$ cat src/rtl/apu_voice_sequencer_pkg.sv
// Shared types and constants for the four-voice pulse configuration sequencer.
package apu_seq_pkg;

  localparam int NV_C = 4;
  localparam int PW_C = 11;

  typedef enum logic [1:0] {
    IDLE,
    ISSUE,
    COMMIT
  } state_t;

  // Chord shift table, indexed by {row, voice}. A positive entry shifts the
  // base period left (lower pitch) and a negative entry shifts it right.
  //   row 0 major-ish {0,+1,-1,-2}
  //   row 1 octaves   {0,+1,+2,-1}
  //   row 2 unison    {0, 0, 0, 0}
  //   row 3 sub       {0,-1,-2, 0}
  function automatic logic signed [2:0] chord_shift(input logic [1:0] row,
                                                    input logic [1:0] voice);
    logic signed [2:0] s;
    s = 3'sd0;
    case ({row, voice})
      4'h1: s = 3'sd1;
      4'h2: s = -3'sd1;
      4'h3: s = -3'sd2;
      4'h5: s = 3'sd1;
      4'h6: s = 3'sd2;
      4'h7: s = -3'sd1;
      4'hD: s = -3'sd1;
      4'hE: s = -3'sd2;
      default: s = 3'sd0;
    endcase
    return s;
  endfunction

endpackage

$ cat src/rtl/apu_voice_sequencer_if.sv
// Shared period/duty bus with one-hot per-voice valid and per-voice ready.
interface apu_voice_sequencer_if
  import apu_seq_pkg::*;
#(
  parameter int PW = PW_C,
  parameter int NV = NV_C
);

  logic [PW-1:0] out_period;
  logic [1:0]    out_duty;
  logic [NV-1:0] out_vld;
  logic [NV-1:0] out_rdy;

  modport master (
    output out_period,
    output out_duty,
    output out_vld,
    input  out_rdy
  );

  modport slave (
    input  out_period,
    input  out_duty,
    input  out_vld,
    output out_rdy
  );

endinterface

$ cat src/rtl/apu_voice_sequencer_period_shift.sv
// Combinational period shifter: left shifts saturate to all-ones, right
// shifts truncate toward zero.
module apu_period_shift
  import apu_seq_pkg::*;
#(
  parameter int PW = PW_C
) (
  input  logic [PW-1:0]     base,
  input  logic signed [2:0] shift,
  output logic [PW-1:0]     period
);

  localparam int WW = PW + 3;

  logic [WW-1:0] wide;
  logic [2:0]    mag;

  // Pick direction from the sign of the shift and saturate on overflow.
  always_comb begin
    wide   = '0;
    mag    = '0;
    period = '0;
    if (shift[2]) begin
      mag    = 3'(-shift);
      period = base >> mag;
    end else begin
      mag  = shift;
      wide = {3'b000, base} << mag;
      if (|wide[WW-1:PW]) begin
        period = '1;
      end else begin
        period = wide[PW-1:0];
      end
    end
  end

endmodule

$ cat src/rtl/apu_voice_sequencer.sv
// Step/parameter driven scheduler that sweeps period/duty settings to four
// pulse voices over a shared bus, with mute gating and an arpeggio mode.
module apu_voice_sequencer
  import apu_seq_pkg::*;
#(
  parameter int NV      = NV_C,
  parameter int PW      = PW_C,
  parameter int TIMEOUT = 255
) (
  input  logic                  clk,
  input  logic                  rst,
  input  logic                  tick,
  input  logic [PW-1:0]         base_period,
  input  logic [1:0]            duty,
  input  logic [1:0]            chord_sel,
  input  logic                  arp_en,
  input  logic [7:0]            step_len,
  apu_voice_sequencer_if.master bus,
  output logic [NV-1:0]         mute,
  output logic [1:0]            step,
  output logic                  busy,
  output logic                  err
);

  localparam int TW = $clog2(TIMEOUT + 1);

  state_t            state, state_n;
  logic [7:0]        cnt;
  logic              step_ev;
  logic [1:0]        step_nxt;

  logic [PW-1:0]     snap_base;
  logic [1:0]        snap_duty;
  logic [1:0]        snap_chord;
  logic [1:0]        snap_step;
  logic              snap_arp;

  logic              param_chg;
  logic              trig;
  logic              pending;

  logic [1:0]        v;
  logic [1:0]        vn;
  logic [TW-1:0]     tcnt;
  logic [NV-1:0]     zmask;

  logic              start;
  logic              advance;
  logic              timeout_hit;
  logic              finish;
  logic              hs;

  logic [PW-1:0]     sh_base;
  logic [1:0]        sh_chord;
  logic [1:0]        sh_voice;
  logic signed [2:0] sh_amt;
  logic [PW-1:0]     p_nxt;
  logic              p_zero;

  // Step boundary detection and trigger qualification.
  always_comb begin
    step_ev   = tick && (step_len != 8'd0) && (cnt >= step_len - 8'd1);
    step_nxt  = step_ev ? step + 2'd1 : step;
    param_chg = {base_period, duty, chord_sel, arp_en} !=
                {snap_base, snap_duty, snap_chord, snap_arp};
    trig      = step_ev | param_chg;
  end

  // Tick counter and arpeggio step; a counter at or past the limit wraps on the next tick.
  always_ff @(posedge clk or negedge rst) begin
    if (!rst) begin
      cnt  <= 8'd0;
      step <= 2'd0;
    end else if (tick && (step_len != 8'd0)) begin
      if (step_ev) begin
        cnt  <= 8'd0;
        step <= step + 2'd1;
      end else begin
        cnt <= cnt + 8'd1;
      end
    end
  end

  // Shifter input: live inputs when a sweep is starting, else the snapshot at the next voice.
  always_comb begin
    vn = v + 2'd1;
    if (state == IDLE) begin
      sh_base  = base_period;
      sh_chord = chord_sel;
      sh_voice = 2'd0;
    end else begin
      sh_base  = snap_base;
      sh_chord = snap_chord;
      sh_voice = vn;
    end
    sh_amt = chord_shift(sh_chord, sh_voice);
  end

  apu_period_shift #(.PW(PW)) u_shift (
    .base   (sh_base),
    .shift  (sh_amt),
    .period (p_nxt)
  );

  assign p_zero = (p_nxt == '0);

  // FSM state register.
  always_ff @(posedge clk or negedge rst) begin
    if (!rst) begin
      state <= IDLE;
    end else begin
      state <= state_n;
    end
  end

  // Next-state logic; a voice advances on handshake, timeout, or when it has no valid (zero period).
  always_comb begin
    state_n     = state;
    start       = 1'b0;
    advance     = 1'b0;
    timeout_hit = 1'b0;
    finish      = 1'b0;
    hs          = |(bus.out_vld & bus.out_rdy);
    case (state)
      IDLE: begin
        if (trig || pending) begin
          state_n = ISSUE;
          start   = 1'b1;
        end
      end
      ISSUE: begin
        timeout_hit = (bus.out_vld != '0) && !hs && (tcnt == TW'(TIMEOUT - 1));
        advance     = (bus.out_vld == '0) || hs || timeout_hit;
        if (advance && (v == 2'(NV - 1))) begin
          state_n = COMMIT;
        end
      end
      COMMIT: begin
        state_n = IDLE;
        finish  = 1'b1;
      end
      default: state_n = IDLE;
    endcase
  end

  // Snapshot of the parameters that the sweep in flight is working from.
  always_ff @(posedge clk or negedge rst) begin
    if (!rst) begin
      snap_base  <= '0;
      snap_duty  <= 2'd0;
      snap_chord <= 2'd0;
      snap_arp   <= 1'b0;
      snap_step  <= 2'd0;
    end else if (start) begin
      snap_base  <= base_period;
      snap_duty  <= duty;
      snap_chord <= chord_sel;
      snap_arp   <= arp_en;
      snap_step  <= step_nxt;
    end
  end

  // Bus driver: data is only reloaded when moving to a new voice, so it is stable while valid.
  always_ff @(posedge clk or negedge rst) begin
    if (!rst) begin
      v              <= 2'd0;
      tcnt           <= '0;
      zmask          <= '0;
      bus.out_period <= '0;
      bus.out_duty   <= 2'd0;
      bus.out_vld    <= '0;
    end else if (start) begin
      v              <= 2'd0;
      tcnt           <= '0;
      zmask          <= NV'(p_zero);
      bus.out_period <= p_nxt;
      bus.out_duty   <= duty;
      bus.out_vld    <= p_zero ? '0 : NV'(1);
    end else if (state == ISSUE) begin
      if (advance) begin
        tcnt <= '0;
        if (v == 2'(NV - 1)) begin
          bus.out_vld <= '0;
        end else begin
          v              <= vn;
          zmask[vn]      <= p_zero;
          bus.out_period <= p_nxt;
          bus.out_vld    <= p_zero ? '0 : (NV'(1) << vn);
        end
      end else begin
        tcnt <= tcnt + TW'(1);
      end
    end else if (state == COMMIT) begin
      bus.out_vld <= '0;
    end
  end

  // Sweep bookkeeping: busy, pending re-trigger, sticky error and committed mute.
  always_ff @(posedge clk or negedge rst) begin
    if (!rst) begin
      busy    <= 1'b0;
      pending <= 1'b0;
      err     <= 1'b0;
      mute    <= '1;
    end else begin
      if (start) begin
        pending <= 1'b0;
      end else if ((state != IDLE) && trig) begin
        pending <= 1'b1;
      end
      if (start) begin
        busy <= 1'b1;
      end else if (finish) begin
        busy <= pending || trig;
      end
      if (timeout_hit) begin
        err <= 1'b1;
      end
      if (finish) begin
        mute <= zmask | (snap_arp ? ~(NV'(1) << snap_step) : '0);
      end
    end
  end

endmodule

$ cat src/flat_wrapper.sv
// flat-port wrapper written by rule: the top's interface ports become plain ports
module apu_voice_sequencer_flat import apu_seq_pkg::*;
#(
  parameter int NV      = NV_C,
  parameter int PW      = PW_C,
  parameter int TIMEOUT = 255
)
  (clk, rst, tick, base_period, duty, chord_sel, arp_en, step_len, mute, step, busy, err, bus_out_period, bus_out_duty, bus_out_vld, bus_out_rdy);
  apu_voice_sequencer_if #(.PW(PW), .NV(NV)) bus_i ();
  input  logic clk;
  input  logic rst;
  input  logic tick;
  input  logic [PW-1:0] base_period;
  input  logic [1:0] duty;
  input  logic [1:0] chord_sel;
  input  logic arp_en;
  input  logic [7:0] step_len;
  output logic [NV-1:0] mute;
  output logic [1:0] step;
  output logic busy;
  output logic err;
  output wire logic [$bits(bus_i.out_period)-1:0] bus_out_period;
  output wire logic [$bits(bus_i.out_duty)-1:0] bus_out_duty;
  output wire logic [$bits(bus_i.out_vld)-1:0] bus_out_vld;
  input wire logic [$bits(bus_i.out_rdy)-1:0] bus_out_rdy;
  assign bus_out_period = bus_i.out_period;
  assign bus_out_duty = bus_i.out_duty;
  assign bus_out_vld = bus_i.out_vld;
  assign bus_i.out_rdy = bus_out_rdy;
  apu_voice_sequencer #(.NV(NV), .PW(PW), .TIMEOUT(TIMEOUT)) u_core (.clk(clk), .rst(rst), .tick(tick), .base_period(base_period), .duty(duty), .chord_sel(chord_sel), .arp_en(arp_en), .step_len(step_len), .bus(bus_i), .mute(mute), .step(step), .busy(busy), .err(err));
endmodule
$ cat config.mk
export PLATFORM = sky130hd
export DESIGN_NAME = apu_voice_sequencer_flat
export DESIGN_NICKNAME = d
export VERILOG_FILES = /design/src/rtl/apu_voice_sequencer_pkg.sv /design/src/rtl/apu_voice_sequencer_if.sv /design/src/rtl/apu_voice_sequencer_period_shift.sv /design/src/rtl/apu_voice_sequencer.sv /design/src/flat_wrapper.sv
export SDC_FILE = /design/constraint.sdc
export NUM_CORES = 1
export LEC_CHECK = 0
export ABC_AREA = 1
export CORE_ASPECT_RATIO = 1.1
export CORE_MARGIN = 2
export CORE_UTILIZATION = 31
export DETAILED_ROUTE_END_ITERATION = 12
export GPL_TIMING_DRIVEN = 0
export PLACE_DENSITY = 0.51
export SKIP_LAST_GASP = 1
export SYNTH_ARGS = -nofsm -noshare
export SYNTH_HDL_FRONTEND = slang
export SYNTH_SLANG_ARGS = --single-unit
$ cat constraint.sdc
create_clock -name clk -period 4.45 [get_ports clk]
set_clock_uncertainty 0.05 [all_clocks]
set_input_delay 0.6675 -clock clk [delete_from_list [all_inputs] [get_ports clk]]
set_output_delay 0.6675 -clock clk [all_outputs]
set_load 0.02 [all_outputs]
# Word-level counts from Yosys, hierarchy flattened
# Memories as Yosys holds them, arrays and structs flattened.
# Cells that the tools add are included.
# W data, S select, Z words.
# word_totals
ff_bits	66
rom_bits	48
inputBits	31
out_inout_bits	25
word_cells	116
n_memories	1
# memory_table
memory	words	width	rd	rd_clocked_by_memory_dff	wr	line	source
(no name shown)	16	3	1	0	0	apu_voice_sequencer_pkg.sv:23	case ({row, voice})
# op_classes
add_sub_neg	6
order_cmp	3
n_eq_ne	9
shifts	4
n_mux	45
bitwise_logic	4
n_reduce_logical	27
# ops
operator	n
$mux W11	7
$mux W4	11
$mux W8	4
$mux W2	9
$add A8 B1 Y8 const B	2
$ne A16 B16 Y1	1
$shl A11 B3 Y14	1
$logic_not A11 Y1	1
$mux W1	11
$shr A11 B3 Y11	1
$reduce_bool A2 Y1	5
$eq A8 B8 Y1 const B	1
$ge A8 B8 Y1	1
$reduce_bool A8 Y1	1
$shl A1 B2 Y4 const A	2
$sub A8 B1 Y8 const B	1
$logic_and A1 B1 Y1	7
$add A2 B1 Y2 const B	2
$and A4 B4 Y4	1
$bwmux W4	1
$eq A2 B2 Y1 const B	2
$logic_not A4 Y1	1
$ne A2 B1 Y1 const B	2
$not A4 Y4	1
19 further kinds	22

# Longest topological paths before layout
# Gate-level depths: netlist of the first run.
# An unclocked memory read counts as a cell.
# logic_depth
ltp_word	13
ltp_mapped	26

# Cells and area by module
# A second synthesis of the first run with hierarchy kept.
# hier_totals
hier_cells	644
hier_area_um2	4554.4
# by_module_without_submodules
module	instances	cells_each	area_each_um2	seq_area_each_um2
apu_voice_sequencer	1	480	3813.7	1656.6
apu_period_shift	1	164	740.7	0.0

# Least setup slack after synthesis of the first run
# OpenSTA, ideal clock, no wires.
# synth_timing
path_type	flip-flop to flip-flop
from	reg u_core.state[0]
to	reg u_core.bus.out_vld[1]
arrival_time_ps	3670
path_slack_ps	613
path_stages_with_launch	26
path_buffers	5
synth_period_minus_slack_ps	3837
cell_sequence	dfrtp_1 > inv_1 > ha_1 > buf_2 > buf_2 > nor2_1 > ha_1 > nand2_1 > nand2_1 > o21ai_2 > clkbuf_1 > ha_1 > clkbuf_1 > inv_1 > clkbuf_1 > nand3_1 > nand3_1 > nand3_1 > nand2_1 > inv_2 > nor2_1 > nand2_1 > nor2_1 > nand2_2 > nand3_1 > nand2_1
# synth_between
elab_chain_len	13
word_cells_on_any_way	24
classes_between	1 x add/sub; 3 x eq/ne; 2 x shift; 12 x mux; 5 x reduce/logical; 1 x memory
# synth_lines
item	line	source
start: declaration	apu_voice_sequencer.sv:27	state_t state, state_n;
start signal: assignment	apu_voice_sequencer.sv:112	state <= state_n;
parallel branches: the longest is 13 deep, another holds $mem_v2 Z16 W3	n/a	
end signal: assignment	apu_voice_sequencer.sv:178	bus.out_vld <= p_zero ? '0 : NV'(1);
end signal: assignment	apu_voice_sequencer.sv:188	bus.out_vld <= p_zero ? '0 : (NV'(1) << vn);
end: declaration	apu_voice_sequencer_if.sv:17	output out_vld,
# Parallel ways; which one is timed is not known. The select of a mux whose other input is x is not followed.
# A chain may end at the register's enable or synchronous reset.

# Worst setup path in the final report of the first run
# layout_timing
from	reg u_core.state[0]
to	reg u_core.bus.out_vld[3]
# Same word-level chain as after synthesis.

==> results of run 1 <==
cell type report:
cell class	instances	area, µm²	share of cell area (%)
plain buffers	11	61.3	1.14
clock buffers	13	270	5.03
clock inverters	2	35.0	0.653
inverters	68	258	4.80
multi-input cells	427	2290	42.7
flip-flops and latches	66	1660	30.9
well taps	184	230	4.29
repair buffers	57	563	10.5
per-layer routing:
metal	global-route usage, %	vias up
li1	-	2032
met1	19.8	1820
met2	26.1	73
met3	2.75	20
met4	7.35	0
met5	0	-
logic make-up after synthesis:
logic type / Yosys count / share of synthesized area (%)
AND/OR/NAND/NOR: 282 / 28.8
AO/OA/AOI/OAI: 101 / 13.6
buffers and inverters: 81 / 7.56
flip-flops: 66 / 38.8
adder cells (fa/ha/maj): 24 / 7.04
XOR/XNOR: 20 / 4.10
what timing repair did:
action | CTS | global route
gates cloned | 0 | 0
endpoints found under the setup margin | 8 | 8
buffers inserted | 0 | 2
resized for setup | 2 | 3
synth_stat cells (6+ instances only):
library cell | n | share of area (%)
nand2_1 | 158 | 14
nand3_1 | 48 | 5.6
a21oi_1 | 28 | 3.3
nor4_1 | 7 | 1.0
dfrtp_1 | 62 | 36
clkbuf_1 | 8 | 0.70
nand2_2 | 6 | 0.88
nand4_1 | 6 | 0.88
nor3_1 | 8 | 0.94
inv_2 | 6 | 0.53
xor2_1 | 15 | 3.1
nor2_1 | 39 | 3.4
o21ai_0 | 45 | 5.3
ha_1 | 24 | 7.0
inv_1 | 62 | 5.5
through the flow:
step | std cells | setup TNS, ns | utilization [%]
2_1_floorplan | 574 | 0 | -
3_3_place_gp | 813 | -2.28 | 37.9
3_5_place_dp | 813 | -2.67 | 37.9
4_1_cts | 827 | 0 | 40.1
5_1_grt | 828 | 0 | 40.3
6_report | 828 | 0 | 40.3
sequential cells by signal, indices dropped and copies added (netlist names), 2 cells and up:
signal and flops:
u_core.snap_base 11, u_core.bus.out_duty 2, u_core.tcnt 8, u_core.state 2, u_core.v 2, u_core.zmask 4, u_core.snap_chord 2, u_core.bus.out_vld 4
u_core.cnt 8, u_core.mute 4, u_core.step 2, u_core.bus.out_period 11, u_core.snap_step 2
worst min-delay path by stage:
stage               cells after the start           start                     end  slack (ns)
floorplan                               0             rst  u_core.bus.out_duty[0]        0.32
global route                            2  u_core.mute[2]          u_core.mute[2]        0.45
global placement                        1      u_core.err              u_core.err        0.40
CTS                                     1      u_core.err              u_core.err        0.42
detailed placement                      1      u_core.err              u_core.err        0.41
finish                                  1             rst          u_core.tcnt[4]        0.40
worst max-delay path, stage by stage, from the launching register on:
cell and delay [ns]:
dfrtp_1 0.39, inv_1 0.11, ha_2 0.27, buf_2 0.22, buf_2 0.24, nor2_1 0.06
ha_1 0.28, nand2_1 0.07, nand2_1 0.09, o21ai_2 0.16, clkbuf_2 0.30, ha_2 0.40
inv_4 0.15, nand3_1 0.15, nand3_1 0.12, nand3_1 0.08, nand2_1 0.12, inv_2 0.04
nor2_1 0.10, nand2_1 0.06, nor2_1 0.11, nand2_2 0.18, nand3_1 0.12, nand2_1 0.05
==> results.sh, run 1 <==
export IMPL_cp_required_ns=4.61
export IMPL_detail_route_wl_per_cell_um=13.2
export IMPL_final_common_cell="nand2_1"
export IMPL_htreeDepth=3
export IMPL_tightest_slew_ns=0.847
export IMPL_portBuffers=55
export IMPL_grt_pass1_wl_um=18600
export IMPL_finalCritPeriodShare_pct=91.1
export IMPL_report_final_setup_viol=0
export IMPL_numCtsBuffers=9
export IMPL_fin_nets=695
export IMPL_clockRootBuffer="clkbuf_16"
export IMPL_wl_um=11000
export IMPL_reg2regPathDepth=23
export IMPL_vias=3945
export IMPL_status="finished, final reports clean"
export IMPL_syn_area_per_cell_um2=7.44
export IMPL_max_cap_violations=0
export IMPL_grt_setup_unrepaired="false"
export IMPL_mostFrequentLayoutCells="158 x nand2_1, 62 x dfrtp_1, 61 x inv_1"
export IMPL_die_area_um2=14700
export IMPL_drive_above_1_share_pct=8.54
export IMPL_pre_cts_ws_ns=-0.367
export IMPL_hold_path_class="in -> async"
export IMPL_drt_pass1_iter_count=6
export IMPL_first_iter_violations=142
export IMPL_seq_area_frac_synth_pct=38.8
export IMPL_yosysWarnings=0
export IMPL_synth_edf_count=0
export IMPL_antenna_cells=0
export IMPL_clock_latency_ns=0.32
export IMPL_avgViaCountPerCell=4.76
export IMPL_ff2ff_setup_slack_ns=0.40
export IMPL_worstPathArrival_ns=4.22
export IMPL_start_util_pct=32.0
export IMPL_fmax_mhz=247
export IMPL_die_w_um=116
export IMPL_ant_nets=0
export IMPL_dr_wl_met3_um=276
export IMPL_end_kind="flip-flop"
export IMPL_grt_pass1_vias=3939
export IMPL_globalplace_congestion=0.853
export IMPL_antenna_found_initial=0
export IMPL_clk_pin_slew_worst_paths_ns=0.05
export IMPL_async_flop_share_pct=100
export IMPL_met2WireLength_um=5340
export IMPL_ys_types=38
export IMPL_rr_endpoint="u_core.bus.out_vld[3]"
export IMPL_hold_slack_ns=0.399
export IMPL_dpl_hpwl_um=8400
export IMPL_cts_tree="yes"
export IMPL_crit_start="u_core.state[0]"
export IMPL_crit_path_end="u_core.bus.out_vld[3]"
export IMPL_place_area_um2=5050
export IMPL_grt_max_degree=67
export IMPL_core_region_area_um2=13300
export IMPL_io_pin_count=56
export IMPL_wirelength_met1_um=5050
export IMPL_netlist_area_um2=4270
export IMPL_critPathLaunchType="flip-flop"
export IMPL_critPathKind="reg -> reg"
export IMPL_area_growth_pct=25.8
export IMPL_worst_slack_ns=0.396
export IMPL_critPathMaxFanout=11
export IMPL_postCtsHoldBufs=0
export IMPL_hold_violations=0
export IMPL_ys_ff_latch=66
export IMPL_clk_path_buf_depth=2
export IMPL_syn_nets=629
export IMPL_grt_usage_pct=15.7
export IMPL_synth_flop_cell="dfrtp_1"
export IMPL_dr_max_layer_used="met4"
export IMPL_grt_overflow=0
export IMPL_worst_slew_margin_rel_pct=43.5
export IMPL_drcViolationCount=0
export IMPL_design_area_um2=5370
export IMPL_synthCells=574
export IMPL_fill_cells=1408
export IMPL_reg2reg_from="u_core.state[0]"
export IMPL_dieHeight_um=127
export IMPL_cts_sinks=66
export IMPL_drv_slew=0
export IMPL_period_minus_slack_ns=4.05
export IMPL_rows=44
Power of run 1 is left out: the tool's default activity adds up to more than one toggle a clock period on the data nets, which glitch-free logic cannot reach.
==> inputs of run 2 (changes only) <==
--- a/config.mk
+++ b/config.mk
@@ -11,7 +11,7 @@
 export CORE_UTILIZATION = 31
 export DETAILED_ROUTE_END_ITERATION = 12
 export GPL_TIMING_DRIVEN = 0
-export PLACE_DENSITY = 0.51
+export PLACE_DENSITY = 0.57
 export SKIP_LAST_GASP = 1
 export SYNTH_ARGS = -nofsm -noshare
 export SYNTH_HDL_FRONTEND = slang
==> results.sh, run 2 (synthesis gave the netlist of run 1 again) <==
export IMPL_met2WireLength_um=5470
export IMPL_critPathKind="reg -> reg"
export IMPL_cp_required_ns=4.62
export IMPL_dr_wl_met3_um=444
export IMPL_end_kind="flip-flop"
export IMPL_critPathMaxFanout=19
export IMPL_critPathMostFrequentCell="nand2_1"
export IMPL_tns_ns=0
export IMPL_reg_top3="u_core.bus.out_period x11, u_core.snap_base x11"
export IMPL_fin_nets=693
export IMPL_period_minus_slack_ns=4.04
export IMPL_grt_pass1_wl_um=18600
export IMPL_tightest_slew_ns=0.846
export IMPL_post_cts_setup_buffers=0
export IMPL_die_area_um2=14700
export IMPL_drv_slew=0
export IMPL_dpl_hpwl_um=8510
export IMPL_cts_sinks=66
export IMPL_ant_nets=0
export IMPL_worstPathArrival_ns=4.22
export IMPL_grt_max_degree=67
export IMPL_vias=3997
export IMPL_final_common_cell="nand2_1"
export IMPL_clockRootBuffer="clkbuf_16"
export IMPL_first_iter_violations=132
export IMPL_drive_above_1_share_pct=8.71
export IMPL_htreeDepth=3
export IMPL_hold_path_class="in -> async"
export IMPL_multiInputGateArea_um2=2300
export IMPL_drt_pass1_iter_count=4
export IMPL_seqCellArea_um2=1660
export IMPL_wirelength_met1_um=4930
export IMPL_clk_pin_slew_worst_paths_ns=0.06
export IMPL_grt_overflow=0
export IMPL_antenna_found_initial=0
export IMPL_ff2ff_setup_slack_ns=0.41
export IMPL_fmax_mhz=247
export IMPL_detail_route_wl_per_cell_um=13.4
export IMPL_wl_um=11100
export IMPL_clk_path_buf_depth=2
export IMPL_report_final_setup_viol=0
export IMPL_start_util_pct=32.0
export IMPL_mostFrequentLayoutCells="158 x nand2_1, 62 x inv_1, 62 x dfrtp_1"
export IMPL_drcViolationCount=0
export IMPL_critPathLaunchType="flip-flop"
export IMPL_avgViaCountPerCell=4.83
export IMPL_dieHeight_um=127
export IMPL_grt_pass1_vias=3867
export IMPL_globalplace_congestion=0.875
export IMPL_finalCritPeriodShare_pct=90.9
export IMPL_crit_slowest_cell="dfrtp_1"
export IMPL_design_area_um2=5340
export IMPL_portBuffers=55
export IMPL_io_pin_count=56
export IMPL_cp_cell_sequence="inv_1 -> ha_2 -> buf_2 -> nor2_1 -> ha_1 -> nand2_1 -> nand2_1 -> o21ai_2 -> clkbuf_4 -> ha_2 -> inv_1 -> buf_2 -> nand3_1 -> nand3_1 -> nand3_1 -> nand2_1 -> nand2_1 -> nor2_1 -> nand2_1 -> nor2_1 -> nand2_2 -> nand3_1 -> nand2_1"
export IMPL_clock_latency_ns=0.34
export IMPL_worst_slew_margin_rel_pct=43.6
export IMPL_place_area_um2=5050
export IMPL_max_cap_violations=0
export IMPL_antenna_cells=0
export IMPL_die_w_um=116
export IMPL_fill_cells=1404
export IMPL_cts_tree="yes"
export IMPL_grt_usage_pct=15.9
export IMPL_numCtsBuffers=9
export IMPL_rows=44
export IMPL_dr_max_layer_used="met4"
export IMPL_hold_violations=0
export IMPL_cpPeakStageDelay_ns=0.39
export IMPL_status="finished, final reports clean"
export IMPL_area_growth_pct=25.1
export IMPL_core_region_area_um2=13300
run 2: routing by layer:
| layer | GRT usage [%] | up-vias |
|---|---|---|
| li1 | - | 2028 |
| met1 | 19.5 | 1847 |
| met2 | 27.3 | 102 |
| met3 | 3.23 | 20 |
| met4 | 6.16 | 0 |
| met5 | 0 | - |
run 2: final timing paths:
| path | cells after the start | end | start |
|---|---|---|---|
| setup reg to reg | 23 | u_core.bus.out_vld[3] | u_core.state[0] |
| max in group asynchronous | 1 | u_core.snap_base[3] | rst |
| hold / removal | 1 | u_core.bus.out_period[9] | rst |
| setup / recovery | 23 | u_core.bus.out_vld[3] | u_core.state[0] |
| hold reg to reg | 1 | u_core.err | u_core.err |
| min in group clk | 1 | u_core.err | u_core.err |
run 2: critical path: cells and delay by family (launching register included):
| kind | cells | cell delay [ns] |
|---|---|---|
| AOI/OAI and AO/OA | 1 | 0.16 |
| adders and majority gates | 3 | 0.93 |
| buffers and inverters | 5 | 1.05 |
| DFF | 1 | 0.39 |
| and+or+nand+nor | 14 | 1.31 |
run 2: timing repair:
| action | CTS | global route |
|---|---|---|
| hold buffers | 0 | 0 |
| gates resized for setup | 3 | 7 |
| endpoints found under the setup margin | 8 | 18 |
| cloned | 0 | 0 |
run 2: metrics by stage:
| stage | instances | util, % | hold slack [ns] | setup WS [ns] |
|---|---|---|---|---|
| 3_5_place_dp | 813 | 37.9 | 0.411 | -0.339 |
| 5_1_grt | 827 | 40.1 | 0.439 | -0.000937 |
| 4_1_cts | 829 | 40.0 | 0.422 | 0.0216 |
| 3_3_place_gp | 813 | 37.9 | 0.412 | -0.324 |
| 2_1_floorplan | 574 | - | 0.322 | 0.613 |
| 6_report | 827 | 40.1 | 0.365 | 0.407 |
run 2: cell type report:
cell class / instances / area share, %
Multi-Input combinational cell: 427 / 43.1
Buffer: 11 / 1.22
Inverter: 68 / 4.78
Sequential cell: 66 / 31.0
Tap cell: 184 / 4.31
Clock buffer: 12 / 4.81
Clock inverter: 4 / 0.492
Timing Repair Buffer: 55 / 10.3
Power of run 2 is left out for the same reason.
==> inputs of run 3 (changes only) <==
--- a/config.mk
+++ b/config.mk
@@ -9,6 +9,7 @@
 export CORE_ASPECT_RATIO = 1.1
 export CORE_MARGIN = 2
 export CORE_UTILIZATION = 31
+export CTS_BUF_LIST = sky130_fd_sc_hd__clkbuf_16
 export DETAILED_ROUTE_END_ITERATION = 12
 export GPL_TIMING_DRIVEN = 0
 export PLACE_DENSITY = 0.57
==> results.sh, run 3 (synthesis gave the netlist of run 1 again) <==
export IMPL_post_cts_setup_buffers=0
export IMPL_cts_tree="yes"
export IMPL_final_common_cell="nand2_1"
export IMPL_cts_sinks=66
export IMPL_globalplace_congestion=0.875
export IMPL_drv_slew=0
export IMPL_numCtsBuffers=9
export IMPL_mostFrequentLayoutCells="158 x nand2_1, 63 x inv_1, 62 x dfrtp_1"
export IMPL_detail_route_wl_per_cell_um=13.4
export IMPL_clk_pin_slew_worst_paths_ns=0.06
export IMPL_hold_slack_ns=0.392
export IMPL_antenna_found_initial=0
export IMPL_cp_cell_sequence="inv_1 -> ha_2 -> buf_2 -> nor2_1 -> ha_1 -> nand2_1 -> nand2_1 -> o21ai_2 -> clkbuf_4 -> ha_2 -> inv_1 -> buf_2 -> nand3_1 -> nand3_1 -> nand3_1 -> nand2_1 -> nand2_1 -> nor2_1 -> nand2_1 -> nor2_1 -> nand2_2 -> nand3_1 -> nand2_1"
export IMPL_tns_ns=0
export IMPL_core_region_area_um2=13300
export IMPL_worstPathArrival_ns=4.21
export IMPL_grt_max_degree=67
export IMPL_clockRootBuffer="clkbuf_16"
export IMPL_grt_overflow=0
export IMPL_cp_required_ns=4.62
export IMPL_area_growth_pct=24.6
export IMPL_htreeDepth=3
export IMPL_fmax_mhz=248
export IMPL_crit_slowest_cell="dfrtp_1"
export IMPL_die_w_um=116
export IMPL_first_iter_violations=158
export IMPL_grt_pass1_vias=3860
export IMPL_critPathLaunchType="flip-flop"
export IMPL_report_final_setup_viol=0
export IMPL_worst_slew_margin_rel_pct=42.6
export IMPL_finalCritPeriodShare_pct=90.7
export IMPL_period_minus_slack_ns=4.04
export IMPL_drive_above_1_share_pct=8.40
export IMPL_grt_usage_pct=15.9
export IMPL_hold_violations=0
export IMPL_tightest_slew_ns=0.862
export IMPL_critPathKind="reg -> reg"
export IMPL_place_area_um2=5050
export IMPL_seqCellArea_um2=1660
export IMPL_hold_path_class="in -> async"
export IMPL_status="finished, final reports clean"
export IMPL_rows=44
export IMPL_die_area_um2=14700
export IMPL_max_cap_violations=0
export IMPL_fill_cells=1402
export IMPL_io_pin_count=56
export IMPL_dpl_hpwl_um=8510
export IMPL_clock_latency_ns=0.33
export IMPL_start_util_pct=32.0
export IMPL_cpPeakStageDelay_ns=0.39
export IMPL_critPathMaxFanout=19
export IMPL_ant_nets=0
export IMPL_critPathMostFrequentCell="nand2_1"
export IMPL_vias=3963
export IMPL_postCtsHoldBufs=0
export IMPL_wl_um=11100
export IMPL_fin_nets=693
export IMPL_drt_pass1_iter_count=5
export IMPL_layout_cells_non_filler=827
export IMPL_reg_top3="u_core.bus.out_period x11, u_core.snap_base x11"
export IMPL_portBuffers=55
export IMPL_avgViaCountPerCell=4.79
export IMPL_antenna_cells=0
export IMPL_dieHeight_um=127
export IMPL_end_kind="flip-flop"
export IMPL_multiInputGateArea_um2=2300
export IMPL_clk_path_buf_depth=2
export IMPL_design_area_um2=5320
export IMPL_placed_cells=813
export IMPL_drcViolationCount=0
export IMPL_grt_pass1_wl_um=18600
## run 3: changes by cell type in the layout (fill, tap and decap cells not counted), sizes merged
cell	change
inv	+1
clkinv	+2
clkbuf	-3
## run 3: worst max-delay path: cells and delay by family, from the launching register on
family,cells,cell delay [ns]
AO/OA/AOI/OAI,1,0.16
adder cells (fa/ha/maj),3,0.92
buffers and inverters,5,1.05
AND/OR/NAND/NOR,14,1.32
flip-flops,1,0.39
## run 3: layout make-up
| class | instances | share of cell area (%) |
|---|---|---|
| repair buffers | 55 | 10.3 |
| multi-input cells | 427 | 43.2 |
| plain buffers | 11 | 1.22 |
| well taps | 184 | 4.33 |
| clock inverters | 7 | 0.706 |
| flip-flops and latches | 66 | 31.2 |
| clock buffers | 9 | 4.24 |
| inverters | 68 | 4.80 |
## run 3: what timing repair did
item	CTS	global route
gates resized for setup	3	7
endpoints found under the hold margin	0	0
setup endpoints to repair	8	18
## run 3: path summary, 6_finish.rpt
check / slack [ns] / startpoint / depth (start not counted) / endpoint
max: 0.41 / u_core.state[0] / 23 / u_core.bus.out_vld[3]
min: 0.39 / rst / 1 / u_core.bus.out_period[9]
max reg2reg: 0.41 / u_core.state[0] / 23 / u_core.bus.out_vld[3]
min reg2reg: 0.42 / u_core.err / 1 / u_core.err
max in group asynchronous: 3.39 / rst / 1 / u_core.tcnt[2]
min in group clk: 0.42 / u_core.err / 1 / u_core.err
## run 3: layer usage
| layer | wire length [µm] | GRT usage, % | vias to the layer above |
|---|---|---|---|
| met5 | 0 | 0 | - |
| met4 | 197 | 6.16 | 0 |
| met3 | 469 | 3.23 | 17 |
| met2 | 5440 | 27.3 | 90 |
| met1 | 4940 | 19.5 | 1832 |
| li1 | - | - | 2024 |
## run 3: per-stage QoR
stage,util (%),setup slack (ns)
after CTS,39.9,0.0255
after global routing,39.9,-0.000937
after detailed placement,37.9,-0.339
after global placement,37.9,-0.324
final,39.9,0.413
after floorplan,-,0.613
Power of run 3 is left out for the same reason.
==> RTL change (settings of run 1) <==
Make the reset (`rst`) synchronous in 5 clocked blocks.
--- a/src/rtl/apu_voice_sequencer.sv
+++ b/src/rtl/apu_voice_sequencer.sv
@@ -67,7 +67,7 @@
   end
 
   // Tick counter and arpeggio step; a counter at or past the limit wraps on the next tick.
-  always_ff @(posedge clk or negedge rst) begin
+  always_ff @(posedge clk) begin
     if (!rst) begin
       cnt  <= 8'd0;
       step <= 2'd0;
@@ -105,7 +105,7 @@
   assign p_zero = (p_nxt == '0);
 
   // FSM state register.
-  always_ff @(posedge clk or negedge rst) begin
+  always_ff @(posedge clk) begin
     if (!rst) begin
       state <= IDLE;
     end else begin
@@ -144,7 +144,7 @@
   end
 
   // Snapshot of the parameters that the sweep in flight is working from.
-  always_ff @(posedge clk or negedge rst) begin
+  always_ff @(posedge clk) begin
     if (!rst) begin
       snap_base  <= '0;
       snap_duty  <= 2'd0;
@@ -161,7 +161,7 @@
   end
 
   // Bus driver: data is only reloaded when moving to a new voice, so it is stable while valid.
-  always_ff @(posedge clk or negedge rst) begin
+  always_ff @(posedge clk) begin
     if (!rst) begin
       v              <= 2'd0;
       tcnt           <= '0;
@@ -196,7 +196,7 @@
   end
 
   // Sweep bookkeeping: busy, pending re-trigger, sticky error and committed mute.
-  always_ff @(posedge clk or negedge rst) begin
+  always_ff @(posedge clk) begin
     if (!rst) begin
       busy    <= 1'b0;
       pending <= 1'b0;
Check against the original RTL: differs if rst is asserted again (counterexample within 4 cycles, from zero or initial values and one cycle with rst low); with rst held inactive, the same outputs for 4 cycles.
==> RTL change against run 1 <==
Sequential cell count unchanged; routed wire length up 6.4%; synthesized area down 1.2%; cell count up 5.7%; setup slack better by 270 ps; utilization up 0.13 points; design area about the same; highest routed layer unchanged.
==> RTL change: results (changes against run 1) <==
- Post_cts resized: 0 (was 2)
- Yosys cell types: 45 (was 38)
- First-pass GRT wire length: 19,700 um (was 18,600 um)
- Synth Net Count: 673 (was 629)
- Number of global-route vias before repair: 4,121 (was 3,939)
- Crit path arrival time: 4010 ps (was 4220 ps)
- Hold Slack: 428 ps (was 399 ps)
- Routed WL: 11,700 um (was 11,000 um)
- Commonest cells in the netlist: nand2_1 (144), inv_1 (73), nor2_1 (67) (was nand2_1 (158), dfrtp_1 (62), inv_1 (62))
- Synth Area per Inst: 6.80 um^2 (was 7.44 um^2)
- Dpl cells: 859 (was 813)
- Crit Path Max Fanout: 10 (was 11)
- GRT Total Usage: 17.0% (was 15.7%)
- RR Startpoint: u_core.v[0] (was u_core.state[0])
- GRT met1 Usage: 21.7% (was 19.8%)
- Placed Area: 0.00500 mm^2 (was 0.00505 mm^2)
- Critical-path top delay cell: dfxtp_1 (was ha_2)
- Wirelength per Cell: 13.3 um (was 13.2 um)
- Fillers: 1,405 (was 1,408)
- Outcome: completed (unchanged)
- Fin crit share: 85.0% (was 91.1%)
- DRT Pass-1 Iters: 4 (was 6)
- Crit path largest cell delay: 440 ps (was 400 ps)
- Sequential fraction of the synthesis area: 31.3% (was 38.8%)
- RePlAce Congestion: 0.858 (was 0.853)
- Fin nets: 739 (was 695)
- Least-Margin Pin Slew: 561 ps (was 847 ps)
- Area contributors post-synth: dfxtp_1 (31%), nand2_1 (13%), ha_1 (6.5%) (was dfrtp_1 (36%), nand2_1 (14%), ha_1 (7.0%))
- Pre-CTS setup slack: 448 ps (was -367 ps)
- First-iteration detailed-routing DRC count: 182 (was 142)
- FFs w/ async S/R, synth: 0% (was 100%)
- Hpwl dp: 9180 um (was 8400 um)
- Drt via density: 4.70 (was 4.76)
- End of the critical path: u_core.zmask[0] (was u_core.bus.out_vld[3])
- Hold Path Depth: 2
- GR Util met2: 28.4% (was 26.1%)
- Largest net degree at the start of global routing: 13 (was 67)
- GR Util met3: 4.16% (was 2.75%)
- Synth Area in Compound Gates: 13.4% (was 13.6%)
- Reg2Reg Depth: 22 (was 23)
- Layout cells sized above 1: 9.55% (was 8.54%)
- Synth Area in Adders: 6.53% (was 7.04%)
RTL change: cell count changes in the layout (fill, tap and decap cells not counted), moves of 5 or more:
cell | before | now
dfxtp_1 | 0 | 66
nor2_1 | 39 | 67
dfrtp_1 | 62 | 0
o211ai_1 | 0 | 9
a21oi_1 | 28 | 34
inv_1 | 61 | 73
nand2_2 | 6 | 13
o21ai_0 | 45 | 25
nor2_2 | 0 | 5
nand2_1 | 158 | 144
o21a_1 | 0 | 5
RTL change: layer usage:
metal / vias to the layer above / wire [um]
met1: 1847 / 5320
met4: 0 / 174
met3: 13 / 630
li1: 2161 / -
met2: 91 / 5550
met5: - / 0
RTL change: cell type report:
cell class	count	area [um^2]	area share [%]
multi-input combinational	460	2490	46.5
clock inverter	6	138	2.57
buffer	14	95.1	1.77
clock buffer	10	229	4.27
inverter	80	305	5.69
timing repair buffer	55	551	10.3
sequential	66	1320	24.6
tap	184	230	4.29
RTL change: power breakdown:
part	internal [uW]	switching (uW)	total, uW
combinational	875	1630	2510
sequential	755	103	858
clock	607	268	875
